==> config.mk <==
export PLATFORM = sky130hd
export DESIGN_NAME = exp_diff_pipe
export DESIGN_NICKNAME = d
export VERILOG_FILES = /design/src/rtl/fp_pkg.sv /design/src/rtl/FullAdder.sv /design/src/rtl/param_ripple_sub.sv /design/src/rtl/exp_diff_pipe.sv
export SDC_FILE = /design/constraint.sdc
export NUM_CORES = 1
export LEC_CHECK = 0
export ABC_AREA = 0
export CORE_MARGIN = 1
export CORE_UTILIZATION = 45
export DETAILED_ROUTE_END_ITERATION = 8
export MAX_ROUTING_LAYER = met4
export PLACE_DENSITY = 0.76
export SLEW_MARGIN = 25
export SYNTH_ARGS = -nofsm -noshare
export SYNTH_HDL_FRONTEND = slang
export SYNTH_SLANG_ARGS = --single-unit
==> constraint.sdc <==
create_clock -name clk -period 2.23 [get_ports clk]
set_input_delay 0.3345 -clock clk [delete_from_list [all_inputs] [get_ports clk]]
set_output_delay 0.3345 -clock clk [all_outputs]
set_load 0.1 [all_outputs]
==> src/rtl/fp_pkg.sv <==
`default_nettype none
// ============================================================================
// Module      : fp_pkg
// Description : Shared constants and helpers for the floating-point datapath.
// Revision    : 1.0  initial release
// ============================================================================
package fp_pkg;

    localparam int EXP_W_DEFAULT  = 8;
    localparam int MANT_W_DEFAULT = 24;

    // Encoding of the per-item diff output mode
    localparam logic MODE_MAG = 1'b0;   // |A-B|
    localparam logic MODE_RAW = 1'b1;   // two's-complement A-B

    // Alignment shift saturates past the mantissa plus guard and round bits
    function automatic int sat_limit(input int mant_w);
        return mant_w + 2;
    endfunction

endpackage
`default_nettype wire

==> src/rtl/FullAdder.sv <==
`default_nettype none
// ============================================================================
// Module      : FullAdder
// Description : Single-bit full adder cell.
// Revision    : 1.0  initial release
// ============================================================================
module FullAdder (
    input  logic A,
    input  logic B,
    input  logic Cin,
    output logic S,
    output logic Cout
);

    assign S    = A ^ B ^ Cin;
    assign Cout = (A & B) | (Cin & (A ^ B));

endmodule
`default_nettype wire

==> src/rtl/param_ripple_sub.sv <==
`default_nettype none
// ============================================================================
// Module      : param_ripple_sub
// Description : W-bit ripple subtractor Z = A - B, built as A + ~B + 1.
//               Cout = 1 means no borrow, i.e. A >= B.
// Revision    : 1.0  initial release
// ============================================================================
module param_ripple_sub #(
    parameter int W = 8
) (
    input  logic [W-1:0] A,
    input  logic [W-1:0] B,
    output logic [W-1:0] Z,
    output logic         Cout
);

    logic [W:0] w_carry;

    // The +1 of the two's-complement negation enters as the carry-in
    assign w_carry[0] = 1'b1;

    for (genvar i = 0; i < W; i++) begin : g_bit
        FullAdder u_fa (
            .A    (A[i]),
            .B    (~B[i]),
            .Cin  (w_carry[i]),
            .S    (Z[i]),
            .Cout (w_carry[i+1])
        );
    end

    assign Cout = w_carry[W];

endmodule
`default_nettype wire

==> src/rtl/exp_diff_pipe.sv <==
`default_nettype none
// ============================================================================
// Module      : exp_diff_pipe
// Description : Two-stage pipelined exponent difference with valid/ready.
//               Stage 1 registers the raw borrow-chain subtract; stage 2
//               registers diff, saturated shift amount, order and equality.
// Revision    : 1.0  initial release
// ============================================================================
module exp_diff_pipe
    import fp_pkg::*;
#(
    parameter int EXP_W  = EXP_W_DEFAULT,
    parameter int MANT_W = MANT_W_DEFAULT,
    parameter int SH_W   = 5
) (
    input  logic             clk,
    input  logic             rst_n,
    input  logic             in_valid,
    output logic             in_ready,
    input  logic [EXP_W-1:0] exp_a,
    input  logic [EXP_W-1:0] exp_b,
    input  logic             mode,
    output logic             out_valid,
    input  logic             out_ready,
    output logic [EXP_W-1:0] diff,
    output logic [SH_W-1:0]  shamt,
    output logic             a_lt_b,
    output logic             eq
);

    localparam int SAT = sat_limit(MANT_W);
    // Comparison width wide enough to hold both the magnitude and SAT
    localparam int CMP_W = (EXP_W > 32) ? EXP_W : 32;

    // The shift field must be able to encode the saturation value
    if ((1 << SH_W) <= SAT) begin : g_shw_check
        $error("exp_diff_pipe: SH_W too narrow for saturation value");
    end

    // ------------------------------------------------------------------
    // State
    // ------------------------------------------------------------------
    logic             s1_valid_q, s1_valid_d;
    logic [EXP_W:0]   s1_raw_q,   s1_raw_d;
    logic             s1_mode_q,  s1_mode_d;

    logic             out_valid_q, out_valid_d;
    logic [EXP_W-1:0] diff_q,      diff_d;
    logic [SH_W-1:0]  shamt_q,     shamt_d;
    logic             a_lt_b_q,    a_lt_b_d;
    logic             eq_q,        eq_d;

    // ------------------------------------------------------------------
    // Flow control
    // ------------------------------------------------------------------
    logic w_s2_load;
    logic w_s1_advance;
    logic w_accept;

    assign w_s2_load    = ~out_valid_q | out_ready;
    assign w_s1_advance = s1_valid_q & w_s2_load;
    assign in_ready     = ~s1_valid_q | w_s2_load;
    assign w_accept     = in_valid & in_ready;

    // ------------------------------------------------------------------
    // Stage 1 subtractor
    // ------------------------------------------------------------------
    logic [EXP_W-1:0] w_sub_z;
    logic             w_sub_cout;

    param_ripple_sub #(
        .W (EXP_W)
    ) u_sub (
        .A    (exp_a),
        .B    (exp_b),
        .Z    (w_sub_z),
        .Cout (w_sub_cout)
    );

    // ------------------------------------------------------------------
    // Stage 2 combinational result from the registered raw difference
    // ------------------------------------------------------------------
    logic             w_c;
    logic [EXP_W-1:0] w_z;
    logic [EXP_W-1:0] w_mag;
    logic [CMP_W-1:0] w_mag_ext;
    logic [EXP_W-1:0] w_diff;
    logic [SH_W-1:0]  w_shamt;

    // Decode magnitude, selected diff and saturated shift from stage 1
    always_comb begin
        w_c       = s1_raw_q[EXP_W];
        w_z       = s1_raw_q[EXP_W-1:0];
        w_mag     = w_c ? w_z : ({EXP_W{1'b0}} - w_z);
        w_mag_ext = CMP_W'(w_mag);
        w_diff    = (s1_mode_q == MODE_MAG) ? w_mag : w_z;
        w_shamt   = (w_mag_ext > CMP_W'(SAT)) ? SH_W'(SAT) : SH_W'(w_mag);
    end

    // Next-state for both stages: load on transfer, otherwise hold
    always_comb begin
        s1_valid_d  = s1_valid_q;
        s1_raw_d    = s1_raw_q;
        s1_mode_d   = s1_mode_q;
        out_valid_d = out_valid_q;
        diff_d      = diff_q;
        shamt_d     = shamt_q;
        a_lt_b_d    = a_lt_b_q;
        eq_d        = eq_q;

        if (w_accept) begin
            s1_valid_d = 1'b1;
            s1_raw_d   = {w_sub_cout, w_sub_z};
            s1_mode_d  = mode;
        end else if (w_s1_advance) begin
            s1_valid_d = 1'b0;
        end

        if (w_s2_load) begin
            out_valid_d = s1_valid_q;
        end

        if (w_s1_advance) begin
            diff_d   = w_diff;
            shamt_d  = w_shamt;
            a_lt_b_d = ~w_c;
            eq_d     = (w_z == {EXP_W{1'b0}});
        end
    end

    // Pipeline registers; reset discards anything in flight
    always_ff @(posedge clk or negedge rst_n) begin
        if (!rst_n) begin
            s1_valid_q  <= 1'b0;
            s1_raw_q    <= '0;
            s1_mode_q   <= 1'b0;
            out_valid_q <= 1'b0;
            diff_q      <= '0;
            shamt_q     <= '0;
            a_lt_b_q    <= 1'b0;
            eq_q        <= 1'b0;
        end else begin
            s1_valid_q  <= s1_valid_d;
            s1_raw_q    <= s1_raw_d;
            s1_mode_q   <= s1_mode_d;
            out_valid_q <= out_valid_d;
            diff_q      <= diff_d;
            shamt_q     <= shamt_d;
            a_lt_b_q    <= a_lt_b_d;
            eq_q        <= eq_d;
        end
    end

    assign out_valid = out_valid_q;
    assign diff      = diff_q;
    assign shamt     = shamt_q;
    assign a_lt_b    = a_lt_b_q;
    assign eq        = eq_q;

endmodule
`default_nettype wire

==> results.py <==
metrics = {
    "global_routing": {
        "grt_pass1_wl_mm": 4.905,
        "antenna_found_initial": 0,
        "grt_max_degree": 28,
        "gr-total-overflow": 0,
        "grt_pass1_vias": 1201,
        "grt_usage": 0.1818,
    },
    "run": {
        "maxCapViolCount": 0,
    },
    "timing": {
        "drv_slew": 0,
        "relSlewSlack": 0.6587,
        "hold_ws_ns": 0.2576,
        "fmax_ghz": 0.3142,
        "setup_ws_ns": -0.9529,
        "worstMarginPinSlew_ns": 0.5107,
        "period_share": 1.427,
        "min_period_ns": 3.183,
        "finalSetupViolCount": 4,
        "hold_violations": 0,
        "skew_ns": 0.004260,
        "grt_setup_unrepaired": "yes",
    },
    "die": {
        "die_w_um": 61.54,
        "start_util": 0.4743,
        "fp.dieH_um": 61.54,
        "die-area_mm2": 0.003787,
        "core_mm2": 0.003363,
        "rows": 21,
        "ioPinCount": 38,
    },
    "final_layout": {
        "drive_gt1_frac": 0.3235,
        "final-seq-area_um2": 680.7,
        "area_delta_synth_final_pct": 33.25,
        "final_area_mm2": 0.002126,
        "multiInputGateArea_um2": 893.4,
        "fillers": 287,
        "n_antenna_cell": 0,
        "fin_nets": 236,
    },
    "worst_setup_path": {
        "cp.required_ns": 2.46,
        "crit_chain": "buf_8, inv_12, ha_4, fa_2, fa_2, fa_2, fa_2, fa_2, fa_2, inv_2, fa_2, mux2_4",
        "startpoint_type": "input port",
        "crit_path_end_kind": "flop",
        "cp_data_arrival_time_ns": 3.41,
        "cp_common_cell": "fa_2",
        "slowest_stage": "fa_2",
        "criticalPathCategory": "in -> reg",
        "critPathMaxStageDelay_ns": 0.41,
        "worst-path-max-fanout": 1,
    },
    "hold_path": {
        "hold_path_class": "in -> reg",
    },
    "routing": {
        "vias_per_cell": 5.096,
        "wl_mm": 2.960,
        "wl_per_cell_um": 11.84,
        "drt-pass1-iter-count": 4,
        "detail-route-antenna-nets": 0,
        "initialDrtViolationCount": 63,
        "drc": 0,
        "vias": 1274,
    },
    "logic_synthesis": {
        "ys_ff_latch": 27,
        "ys_warn_count": 0,
        "synth_top_area_share": 0.4235,
        "ys.flop_type": "dfrtp_1",
        "synthArstFlopShare": 1.000,
        "synth-edff-count": 0,
        "yosysUniqueCellTypes": 39,
        "synth_area_leaders": "dfrtp_1 (42%), fa_1 (8.8%), nand2_1 (4.5%)",
        "synthCells": 166,
        "yosysTopAreaCell": "dfrtp_1",
        "netlist_area_mm2": 0.001595,
        "avgSynthCellArea_um2": 9.610,
        "yosysSeqAreaShare": 0.4235,
        "synthesis.nets": 197,
        "synth_common_cells": "dfrtp_1 (27), nand2_1 (19), o21ai_0 (14)",
        "post-synth-top-count-cell": "dfrtp_1",
    },
    "clock_tree": {
        "cts.clk_slew.worst_paths_ns": 0.14,
        "htree_levels": 1,
        "clockBufferDepth": 2,
        "cts_buffers": 3,
        "cts_tree": "built",
        "clk_latency_ns": 0.32,
        "root_buffer": "clkbuf_4",
        "clock_sinks": 27,
    },
    "power": {
        "p_per_area_mw_per_mm2": 993.8,
        "power.total_uw": 2113,
        "max-vdd-ir-drop_v": 0.0003173,
        "p_leak_uw": 0.0008960,
    },
    "placed_design": {
        "dpl.hpwl_mm": 2.390,
        "port_buffers": 37,
        "placed_cell_area_mm2": 0.002073,
        "gp_congestion": 0.9465,
    },
    "run_status": {
        "violations": "setup timing",
        "status": "finished, violations left",
    },
}
[registers in the layout, indices dropped and copies added (netlist names)]
| register | count |
|---|---|
| a_lt_b | 1 |
| diff | 8 |
| eq | 1 |
| out_valid | 1 |
| s1_mode_q | 1 |
| shamt | 5 |
| s1_valid_q | 1 |
| s1_raw_q | 9 |
[through the flow]
stage,setup WS [ns],std cells,utilization,setup TNS [ns]
global route,-1.001,250,0.6321,-2.247
finish,-0.9529,250,0.6321,-2.056
global placement,-1.820,246,0.6164,-6.489
CTS,-0.9654,250,0.6298,-2.098
detailed placement,-1.871,246,0.6164,-6.714
floorplan,-1.121,166,-,-3.444
[placed cells by master (no fill, tap or decap), types with 4 or more instances in the layout]
cell,netlist,routed
dfrtp_1,27,25
buf_4,0,25
nand2_1,19,19
clkdlybuf4s50_1,0,16
nor2_1,13,13
o21ai_0,14,13
inv_1,12,9
a21oi_2,0,7
fa_2,0,7
xnor2_1,5,5
xor2_1,4,4
nor3_1,4,4
[worst max-delay path: cells and delay by family]
| family | cells | cell delay (ns) |
|---|---|---|
| multiplexers | 1 | 0.26 |
| adder cells (fa/ha/maj) | 8 | 2.63 |
| buffers and inverters | 3 | 0.18 |
[area by class of cell]
type,instances,share of cell area
multi-input cells,115,0.4202
flip-flops and latches,27,0.3202
repair buffers,46,0.1925
inverters,12,0.02707
well taps,46,0.02707
clock buffers,3,0.01059
clock inverters,1,0.002354
[what timing repair did]
action | CTS | global route
pin swaps | 0 | 0
hold buffers | 0 | 0
buffers inserted | 0 | 0
gates resized for setup | 20 | 4
setup endpoints to repair | 5 | 6
hold endpoints to repair | 0 | 0
[path summary, 6_finish.rpt]
check | start | endpoint | slack [ns] | depth (start not counted)
max in group asynchronous | rst_n | out_valid | 1.60 | 2
min | exp_b[0] | s1_raw_q[0] | 0.26 | 3
min in group asynchronous | rst_n | a_lt_b | 0.36 | 2
max | exp_a[0] | s1_raw_q[7] | -0.95 | 12
min reg2reg | a_lt_b | a_lt_b | 0.50 | 2
max reg2reg | s1_raw_q[0] | shamt[2] | 0.08 | 5
[power breakdown]
| part | switching, µW | total [µW] | internal, µW |
|---|---|---|---|
| combinational | 862 | 1220 | 356 |
| sequential | 84.7 | 686 | 601 |
| clock | 141 | 208 | 67.3 |
[metal layers]
layer  up-vias  track usage  part of all wire
met3         6      0.03782             0.046
li1        635            -                 -
met5         -            -                 0
met4         0      0.06349             0.020
met2        47       0.3303              0.50
met1       586       0.1939              0.43
[cells by family (layout without fill, tap and decap cells)]
family,Yosys count,after routing,synth area share
muxes,5,5,0.03372
DFF,27,27,0.4235
AOI/OAI and AO/OA,37,37,0.1490
xor gates and xnor gates,9,9,0.04941
adders and majority gates,10,10,0.1114
and+or+nand+nor,54,54,0.1718
buffers and inverters,24,62,0.06117
Note: power is estimated with default switching activity, not from simulation.
